**src/rtl/bkram_pkg.sv**
```systemverilog
// Shared types and constants for the backup-RAM <-> SD sector sequencer.
// HDR is the default format header that the top's port-B mux writes at fmt_idx.
package bkram_pkg;

    typedef enum logic [2:0] {
        ST_IDLE,
        ST_ISSUE,
        ST_WAIT_HI,
        ST_WAIT_LO,
        ST_FORMAT
    } state_t;

    localparam int HDR_WORDS = 4;
    localparam logic [15:0] HDR [HDR_WORDS] = '{16'h5548, 16'h4D42, 16'h8800, 16'h8010};

    function automatic logic [15:0] hdr_word(input int unsigned idx);
        return HDR[idx % HDR_WORDS];
    endfunction

endpackage

```
**src/rtl/bkram_sd_ctrl_if.sv**
```systemverilog
// hps_io sector handshake: the sequencer is master (lba/rd/wr), hps_io is slave (ack).
interface bkram_sd_ctrl_if;

    logic [31:0] sd_lba;
    logic        sd_rd;
    logic        sd_wr;
    logic        sd_ack;

    modport master (output sd_lba, sd_rd, sd_wr, input  sd_ack);
    modport slave  (input  sd_lba, sd_rd, sd_wr, output sd_ack);

endinterface

```
**src/rtl/bkram_sd_ctrl.sv**
```systemverilog
// Backup-RAM save-slot sequencer: streams SECTORS sectors per slot through hps_io,
// runs deferred format on port B, tracks dirty state and triggers idle autosave.
module bkram_sd_ctrl
    import bkram_pkg::*;
#(
    parameter  int SECTORS   = 16,
    parameter  int SLOTS     = 4,
    parameter  int FMT_WORDS = 4,
    parameter  int AUTOSAVE  = 0,
    localparam int SB  = (SECTORS   > 1) ? $clog2(SECTORS)    : 1,
    localparam int SLB = (SLOTS     > 1) ? $clog2(SLOTS)      : 1,
    localparam int FW  = (FMT_WORDS > 1) ? $clog2(FMT_WORDS)  : 1,
    localparam int IW  = (AUTOSAVE  > 0) ? $clog2(AUTOSAVE+1) : 1
) (
    input  logic            clk_sys,
    input  logic            reset_n,
    input  logic            download,
    input  logic            img_mounted,
    input  logic            img_ok,
    input  logic            load_req,
    input  logic            save_req,
    input  logic            format_req,
    input  logic [SLB-1:0]  slot,
    input  logic            bram_dirty,
    bkram_sd_ctrl_if.master sd,
    output logic            ena,
    output logic            busy,
    output logic            hold_reset,
    output logic            fmt_active,
    output logic            fmt_we,
    output logic [FW-1:0]   fmt_idx
);

    state_t          state, state_nx;
    logic            load_q, save_q, fmt_q, dl_q, ack_q;
    logic [SLB-1:0]  slot_q;
    logic [SB-1:0]   sector;
    logic            loading, dirty, pending_fmt;
    logic [IW-1:0]   idle_cnt;

    logic load_edge, save_edge, fmt_edge, ack_rise, ack_fall;
    logic xfer_ok, autosave_hit, last_sector, fmt_last;
    logic start_fmt, start_load, start_save, xfer_end;

    assign load_edge = load_req   & ~load_q;
    assign save_edge = save_req   & ~save_q;
    assign fmt_edge  = format_req & ~fmt_q;
    assign ack_rise  = sd.sd_ack  & ~ack_q;
    assign ack_fall  = ~sd.sd_ack & ack_q;

    // Requiring ack low also covers the post-reset case where hps_io is mid-sector.
    assign xfer_ok      = ena & ~sd.sd_ack;
    assign autosave_hit = (AUTOSAVE != 0) && (idle_cnt == IW'(AUTOSAVE));
    assign last_sector  = (sector  == SB'(SECTORS - 1));
    assign fmt_last     = (fmt_idx == FW'(FMT_WORDS - 1));

    assign start_fmt  = (state == ST_IDLE) && pending_fmt;
    assign start_load = (state == ST_IDLE) && !pending_fmt && load_edge && xfer_ok;
    assign start_save = (state == ST_IDLE) && !pending_fmt && !load_edge && xfer_ok
                        && (save_edge || autosave_hit);
    assign xfer_end   = (state == ST_WAIT_LO) && ack_fall && last_sector;

    assign sd.sd_lba = 32'({slot_q, sector});

    always_ff @(posedge clk_sys) begin
        if (!reset_n) state <= ST_IDLE;
        else          state <= state_nx;
    end

    always_comb begin
        state_nx = state;
        unique case (state)
            ST_IDLE:    if (start_fmt)                    state_nx = ST_FORMAT;
                        else if (start_load || start_save) state_nx = ST_ISSUE;
            ST_ISSUE:   state_nx = ST_WAIT_HI;
            ST_WAIT_HI: if (ack_rise) state_nx = ST_WAIT_LO;
            ST_WAIT_LO: if (ack_fall) state_nx = last_sector ? ST_IDLE : ST_ISSUE;
            ST_FORMAT:  if (fmt_last) state_nx = ST_IDLE;
            default:    state_nx = ST_IDLE;
        endcase
    end

    always_comb begin
        sd.sd_rd   = 1'b0;
        sd.sd_wr   = 1'b0;
        busy       = 1'b1;
        fmt_active = 1'b0;
        fmt_we     = 1'b0;
        unique case (state)
            ST_IDLE: busy = 1'b0;
            ST_ISSUE, ST_WAIT_HI: begin
                sd.sd_rd = loading;
                sd.sd_wr = ~loading;
            end
            ST_FORMAT: begin
                fmt_active = 1'b1;
                fmt_we     = 1'b1;
            end
            default: ;
        endcase
    end

    always_ff @(posedge clk_sys) begin
        if (!reset_n) begin
            load_q      <= 1'b0;
            save_q      <= 1'b0;
            fmt_q       <= 1'b0;
            dl_q        <= 1'b0;
            ack_q       <= 1'b0;
            ena         <= 1'b0;
            slot_q      <= '0;
            sector      <= '0;
            loading     <= 1'b0;
            hold_reset  <= 1'b0;
            dirty       <= 1'b0;
            pending_fmt <= 1'b0;
            fmt_idx     <= '0;
            idle_cnt    <= '0;
        end else begin
            load_q <= load_req;
            save_q <= save_req;
            fmt_q  <= format_req;
            dl_q   <= download;
            ack_q  <= sd.sd_ack;

            if (download && !dl_q)                   ena <= 1'b0;
            if (download && img_mounted && img_ok)   ena <= 1'b1;

            // Every edge seen before the format actually starts folds into one run.
            if (start_fmt)     pending_fmt <= 1'b0;
            else if (fmt_edge) pending_fmt <= 1'b1;

            if (start_load || start_save) begin
                sector     <= '0;
                loading    <= start_load;
                hold_reset <= start_load;
                if (start_load || save_edge) slot_q <= slot;
            end

            if (state == ST_WAIT_LO && ack_fall) begin
                if (last_sector) hold_reset <= 1'b0;
                else             sector     <= sector + 1'b1;
            end

            if (state == ST_FORMAT) fmt_idx <= fmt_last ? '0 : fmt_idx + 1'b1;

            // A core write in the same cycle always wins over a clear.
            if (bram_dirty)                         dirty <= 1'b1;
            else if (state == ST_FORMAT && fmt_last) dirty <= 1'b1;
            else if (start_save)                     dirty <= 1'b0;
            else if (xfer_end && loading)            dirty <= 1'b0;

            if (bram_dirty || !dirty)
                idle_cnt <= '0;
            else if (state == ST_IDLE && idle_cnt != IW'(AUTOSAVE))
                idle_cnt <= idle_cnt + 1'b1;
        end
    end

endmodule

```
**src/flat_wrapper.sv**
```systemverilog
// flat-port wrapper written by rule: the top's interface ports become plain ports
module bkram_sd_ctrl_flat import bkram_pkg::*;
#(
    parameter  int SECTORS   = 16,
    parameter  int SLOTS     = 4,
    parameter  int FMT_WORDS = 4,
    parameter  int AUTOSAVE  = 0,
    localparam int SB  = (SECTORS   > 1) ? $clog2(SECTORS)    : 1,
    localparam int SLB = (SLOTS     > 1) ? $clog2(SLOTS)      : 1,
    localparam int FW  = (FMT_WORDS > 1) ? $clog2(FMT_WORDS)  : 1,
    localparam int IW  = (AUTOSAVE  > 0) ? $clog2(AUTOSAVE+1) : 1
)
  (clk_sys, reset_n, download, img_mounted, img_ok, load_req, save_req, format_req, slot, bram_dirty, ena, busy, hold_reset, fmt_active, fmt_we, fmt_idx, sd_sd_lba, sd_sd_rd, sd_sd_wr, sd_sd_ack);
  bkram_sd_ctrl_if sd_i ();
  input  logic clk_sys;
  input  logic reset_n;
  input  logic download;
  input  logic img_mounted;
  input  logic img_ok;
  input  logic load_req;
  input  logic save_req;
  input  logic format_req;
  input  logic [SLB-1:0] slot;
  input  logic bram_dirty;
  output logic ena;
  output logic busy;
  output logic hold_reset;
  output logic fmt_active;
  output logic fmt_we;
  output logic [FW-1:0] fmt_idx;
  output wire logic [$bits(sd_i.sd_lba)-1:0] sd_sd_lba;
  output wire logic [$bits(sd_i.sd_rd)-1:0] sd_sd_rd;
  output wire logic [$bits(sd_i.sd_wr)-1:0] sd_sd_wr;
  input wire logic [$bits(sd_i.sd_ack)-1:0] sd_sd_ack;
  assign sd_sd_lba = sd_i.sd_lba;
  assign sd_sd_rd = sd_i.sd_rd;
  assign sd_sd_wr = sd_i.sd_wr;
  assign sd_i.sd_ack = sd_sd_ack;
  bkram_sd_ctrl #(.SECTORS(SECTORS), .SLOTS(SLOTS), .FMT_WORDS(FMT_WORDS), .AUTOSAVE(AUTOSAVE)) u_core (.clk_sys(clk_sys), .reset_n(reset_n), .download(download), .img_mounted(img_mounted), .img_ok(img_ok), .load_req(load_req), .save_req(save_req), .format_req(format_req), .slot(slot), .bram_dirty(bram_dirty), .sd(sd_i), .ena(ena), .busy(busy), .hold_reset(hold_reset), .fmt_active(fmt_active), .fmt_we(fmt_we), .fmt_idx(fmt_idx));
endmodule
```
**config.mk**
```make
export PLATFORM = sky130hd
export DESIGN_NAME = bkram_sd_ctrl_flat
export DESIGN_NICKNAME = d
export VERILOG_FILES = /design/src/rtl/bkram_pkg.sv /design/src/rtl/bkram_sd_ctrl_if.sv /design/src/rtl/bkram_sd_ctrl.sv /design/src/flat_wrapper.sv
export SDC_FILE = /design/constraint.sdc
export NUM_CORES = 1
export LEC_CHECK = 0
export CAP_MARGIN = 20
export CORE_MARGIN = 2
export CORE_UTILIZATION = 36
export DETAILED_ROUTE_END_ITERATION = 8
export HOLD_SLACK_MARGIN = 0.06
export MAX_ROUTING_LAYER = met4
export PLACE_DENSITY_LB_ADDON = 0.1
export SLEW_MARGIN = 20
export SYNTH_ARGS = -nofsm -noshare
export SYNTH_HDL_FRONTEND = slang
export SYNTH_SLANG_ARGS = --single-unit
```
**constraint.sdc**
```tcl
create_clock -name clk_sys -period 1.25 [get_ports clk_sys]
set_input_delay 0.3125 -clock clk_sys [delete_from_list [all_inputs] [get_ports clk_sys]]
set_output_delay 0.3125 -clock clk_sys [all_outputs]
set_load 0.005 [all_outputs]
```
# == Yosys cells after proc, flatten, opt, wreduce, memory -nomap -nowiden ==
# Cells that the tools add are included.
# totals
regBits,20
input_bits,12
output_inout_bits,41
wordCells,80
# op_classes
addsub,2
eq_ne,10
mux,20
n_bitwise,13
reduce_logical,22
# ops
cell,n
two-way mux 3 bit,5
one-hot mux 3 bit (5 select lines),1
two-way mux 4 bit,3
logical AND 1 bit,11
two-way mux 1 bit,10
NOT 1 bit,7
AND 1 bit,6
== test 3 x 2 -> 1 bit (second input constant),2
inequality test 2 x 1 -> 1 bit (second input constant),3
adder 4 x 1 -> 4 bit (second input constant),1
== test 4 bit (second input constant),1
AND reduction 4 bit,1
OR reduction 2 bit,2
== test 3 x 1 -> 1 bit (second input constant),1
== test 3 bit (second input constant),1
zero test 1 bit,3
zero test 3 bit,1
inequality test 3 x 2 -> 1 bit (second input constant),1
adder 2 x 1 -> 2 bit (second input constant),1
== test 2 bit (second input constant),1
logical OR 1 bit,2
two-way mux 2 bit,1
AND reduction 2 bit,1
nonzero test 2 bit,1

# == Longest topological paths before layout ==
# logic_depth
depth_word,10
depth_mapped,5
mapped_depth_nobuf,5

# == Least setup slack after synthesis ==
# OpenSTA, ideal clock, no wires.
# synth_timing
path_type,flip-flop to flip-flop
from,reg u_core.sector[0]
to,reg u_core.sector[0]
setup_time_ns,0.123
t_arrival_ns,1.258
t_required_ns,1.127
path_slack_ns,-0.131
stages_incl_launch_ff,6
n_path_buf,0
synth_period_minus_slack_ns,1.381
path_cell_list,dfxtp_1 ha_1 nand3_1 or3b_4 nand4_1 o31ai_2
# synth_between
elab_chain_cells,3
elab_cells_between_ends,5
cone_classes,add/sub (1); eq/ne (1); mux (3)
# synth_lines
element,line,text
start: declaration,bkram_sd_ctrl.sv:37,logic [SB-1:0] sector;
start signal: assignment,bkram_sd_ctrl.sv:142,else sector <= sector + 1'b1;
"adder 4 x 1 -> 4 bit, or another cell as far along",bkram_sd_ctrl.sv:142,
two-way mux 4 bit,bkram_sd_ctrl.sv:141,if (last_sector) hold_reset <= 1'b0;
two-way mux 4 bit *,bkram_sd_ctrl.sv:140,if (state == ST_WAIT_LO && ack_fall) begin
# Mark *: on every way between the ends. The rest lies on a longest branch, timed or not.
# A chain may end at the register's enable or synchronous reset.

# == Final worst setup path ==
# layout_timing
from,reg u_core.state[1]
to,out sd_sd_rd
# layout_between
elab_chain_cells,3
elab_cells_between_ends,4
cone_classes,eq/ne (2); mux (1); reduce/logical (1)
# layout_lines
element,line,text
start: declaration,bkram_sd_ctrl.sv:34,"state_t state, state_nx;"
start signal: assignment,bkram_sd_ctrl.sv:67,else state <= state_nx;
== test 3 x 1 -> 1 bit / == test 3 x 2 -> 1 bit (equally long branches),bkram_sd_ctrl.sv:89,unique case (state)
OR reduction 2 bit *,bkram_sd_ctrl.sv:89,
two-way mux 1 bit *,bkram_sd_ctrl.sv:89,
end: declaration,flat_wrapper.sv:32,output wire logic [$bits(sd_i.sd_rd)-1:0] sd_sd_rd;
# Marked as above.

==> key figures <==
GRT
  • Tot GR Track Use: 0.168
  • First-pass GRT wire length: 4240 µm
  • Vias in the first global route: 976
  • Initial antenna violation count: 0
  • Largest net degree at the start of global routing: 12
  • Congestion Overflow GR: 0

STA
  • Pins Over Slew Limit: 0
  • Maximum clock rate: 0.658 GHz
  • Hold Fails Final Rpt: 0
  • Setup ws final: -0.270 ns
  • Setup violators final: 12
  • Period utilization: 1.22
  • RSZ-0062 raised after global routing: true
  • Clock skew: 0.00955 ns
  • Tmin final: 1.52 ns

Route
  • Detailed-route wire length per cell: 12.5 µm
  • First-pass iteration count of the detailed router: 6
  • Number of DRC markers in iteration 0: 14
  • DR vias/cell: 4.61
  • Via Count: 1001
  • Antenna-violating nets left: 0
  • WL final: 2700 µm
  • # DRC: 4

Power and ir drop
  • Int Power: 979 µW
  • Lkg Pwr: 0.000842 µW
  • Switching Fraction: 0.265
  • NetSw: 353 µW
  • Combinational Power Share: 0.199
  • Clock Power Share: 0.296
  • Seq pwr share: 0.504
  • VDD IR-drop max: 0.478 mV
  • Cell Pwr Density: 744 mW/mm²

Synth
  • Share of the synthesized area in the top cell type: 0.373
  • Sequential area share after synthesis: 0.373
  • Syn Area/Cell: 8.80 µm²
  • Seq cells post-synth: 20
  • Synth Warn #: 0
  • Synth Cell Area: 0.00107 mm²
  • Cells after Synth: 122
  • Area leader, netlist: dfxtp_1
  • Post-synthesis cell type count: 32
  • Top cells by area, synth: dfxtp_1 (37%), buf_4 (19%), a21oi_1 (3.7%), nand2_1 (3.1%), nor2_1 (3.1%)

Critical path
  • Crit-path cells: buf_6 > xnor2_4 > nor3b_2 > buf_2
  • FF-to-FF path depth: 6
  • Worst R2R Start: u_core.state[1]
  • Startpoint Class: flip-flop
  • Crit-path slowest cell: dfxtp_2
  • Worst Path Required: 0.94 ns
  • Crit path DAT: 1.21 ns
  • Crit-path max FO: 3
  • Crit end category: output pin
  • Worst Setup Path Type: flip-flop to output pin
  • CP Buf/Inv Count: 2
  • Slowest cell delay on critical path: 0.35 ns
  • Critical path's top delay family: flip-flops
  • Reg2Reg Setup Slack: -0.14 ns
  • Worst r2r dst: u_core.sector[0]

Hold path
  • Hold Path Class: input port to flip-flop
  • Hold path depth: 4
  • End point of the worst hold path: u_core.state[0]
  • Hold Crit Start: sd_sd_ack

CTS
  • Clk_lat worst skew: 0.31 ns
  • Root Driver: clkbuf_4
  • Worst-path clk slew: 0.13 ns
  • H-tree depth: 1
  • Clock buffer depth: 2
  • CTS tree: yes
  • CTS buffer count: 3
  • Clk sink count: 20

Final layout
  • # diodes: 0
  • Design area: 0.00179 mm²
  • Area growth syn-to-layout: 66.9%
  • Fin cells: 217
  • Share of layout cells above drive strength 1: 0.478
  • Nets: 201
  • Fillers: 243

Floorplan
  • Die W: 58.6 µm
  • Row cnt: 19
  • Total core area: 0.00281 mm²
  • Ports: 53
  • Initial Utilization: 0.383
  • Die Height: 58.6 µm
  • Die area: 0.00343 mm²

Place
  • Placed Area: 0.00144 mm²
  • # port buffers: 25
  • Dpl hpwl: 1720 µm
  • Placed cells: 197
  • Placer Congestion: 0.814

Status
  • Run status: finished, violations left
  • Failing checks: DRC, setup timing

Run
  • Max cap viols: 0
[kinds of logic (layout without fill, tap and decap cells)]
group | count (synthesis) | in the layout | synth area share
and+or+nand+nor | 42 | 42 | 0.211
buffers and inverters | 35 | 73 | 0.224
DFF | 20 | 20 | 0.373
AOI/OAI and AO/OA | 17 | 18 | 0.121
muxes | 3 | 3 | 0.0280
adders and majority gates | 2 | 2 | 0.0233
xor gates and xnor gates | 2 | 2 | 0.0163
other | 1 | 26 | 0.00349
[per-stage QoR]
stage          TNS (ns)  setup slack (ns)  hold WS (ns)   util  total power, µW
2_1_floorplan   -0.0594           -0.0316         0.434      -              835
3_3_place_gp      -5.01            -0.486         0.444  0.514              884
3_5_place_dp      -5.30            -0.511         0.454  0.514              888
4_1_cts           -1.76            -0.321         0.487  0.606             1320
5_1_grt           -2.64            -0.312         0.504  0.639             1400
6_report          -1.78            -0.270         0.469  0.639             1330
[power groups by stage]
stage | sequential [µW] | combinational, µW | clock, µW
2_1_floorplan | 684 | 151 | 0
3_3_place_gp | 685 | 199 | 0
3_5_place_dp | 686 | 202 | 0
4_1_cts | 671 | 238 | 411
5_1_grt | 675 | 292 | 431
6_report | 672 | 265 | 395
[worst min-delay path: stages]
cell,delay [ns]
dlymetal6s2s_1,0.18
nor2_4,0.08
o2111ai_4,0.10
a21oi_2,0.07
[sequential cells by signal, indices dropped and copies added, names as in the netlist]
| register | cells |
|---|---|
| u_core.load_q | 1 |
| u_core.save_q | 1 |
| u_core.fmt_idx | 2 |
| u_core.state | 3 |
| u_core.slot_q | 2 |
| u_core.fmt_q | 1 |
| u_core.hold_reset | 1 |
| u_core.ena | 1 |
| u_core.ack_q | 1 |
| u_core.pending_fmt | 1 |
| u_core.loading | 1 |
| u_core.sector | 4 |
| u_core.dl_q | 1 |
[cells in the mapped netlist, drive strengths merged]
cell type and instances:
buf 28, dfxtp 20, nand2 9, nor2 9, a21oi 8, inv 5
and2 4, nand3 4, mux2i 3, nand4 3, nor3 3, o21ai 3
clkbuf 2, ha 2, nor2b 2, nor3b 2, o31ai 2, or3 2
xnor2 2, a211o 1, conb 1, nand2b 1, nand3b 1, nor4 1
o2111a 1, o2111ai 1, o311ai 1, or3b 1
[layout by cell type (no fill, tap or decap), drive strengths merged, types with 2 or more instances in the layout]
cell and count:
a21oi 8, and2 4, buf 44, clkbuf 4
clkdlybuf4s15 5, clkdlybuf4s50 9, conb 26, dfxtp 20
dlygate4sd2 5, ha 2, inv 5, mux2i 3
nand2 9, nand3 4, nand4 3, nor2 9
nor2b 2, nor3 3, nor3b 2, o2111ai 2
o21ai 3, o31ai 2, or3 2, xnor2 2
[cell type report]
class                           instances  area, µm²  share of cell area
Clock buffer                            4       36.3              0.0203
Inverter                                5       18.8              0.0105
Multi-Input combinational cell         93        712               0.397
Sequential cell                        20        424               0.237
Tap cell                               31       38.8              0.0216
Timing Repair Buffer                   64        562               0.314
[worst max path at each step]
stage                     slack, ns  cells past startpoint       startpoint               end
after floorplan               -0.03                      5  u_core.state[2]  u_core.sector[2]
after global placement        -0.49                      5        sd_sd_ack  u_core.sector[0]
after detailed placement      -0.51                      5        sd_sd_ack  u_core.sector[0]
final                         -0.27                      4  u_core.state[1]          sd_sd_rd
after global routing          -0.31                      4  u_core.state[1]          sd_sd_rd
after CTS                     -0.32                      4  u_core.state[1]          sd_sd_wr
[metal layers]
| metal | up-vias | wire length [µm] | track usage |
|---|---|---|---|
| li1 | 495 | - | - |
| met1 | 466 | 1020 | 0.168 |
| met2 | 36 | 1510 | 0.318 |
| met3 | 4 | 141 | 0.0374 |
| met4 | 0 | 31 | 0.0617 |
| met5 | - | 0 | - |
[timing repair]
| item | CTS | global route |
|---|---|---|
| endpoints found under the hold margin | 0 | 0 |
| resized for setup | 72 | 20 |
| pin swaps | 15 | 15 |
| setup endpoints to repair | 25 | 20 |
| setup buffers | 15 | 2 |
| gates cloned | 1 | 0 |
| hold buffers | 0 | 0 |
No activity file was read; power rests on OpenSTA's default activity.
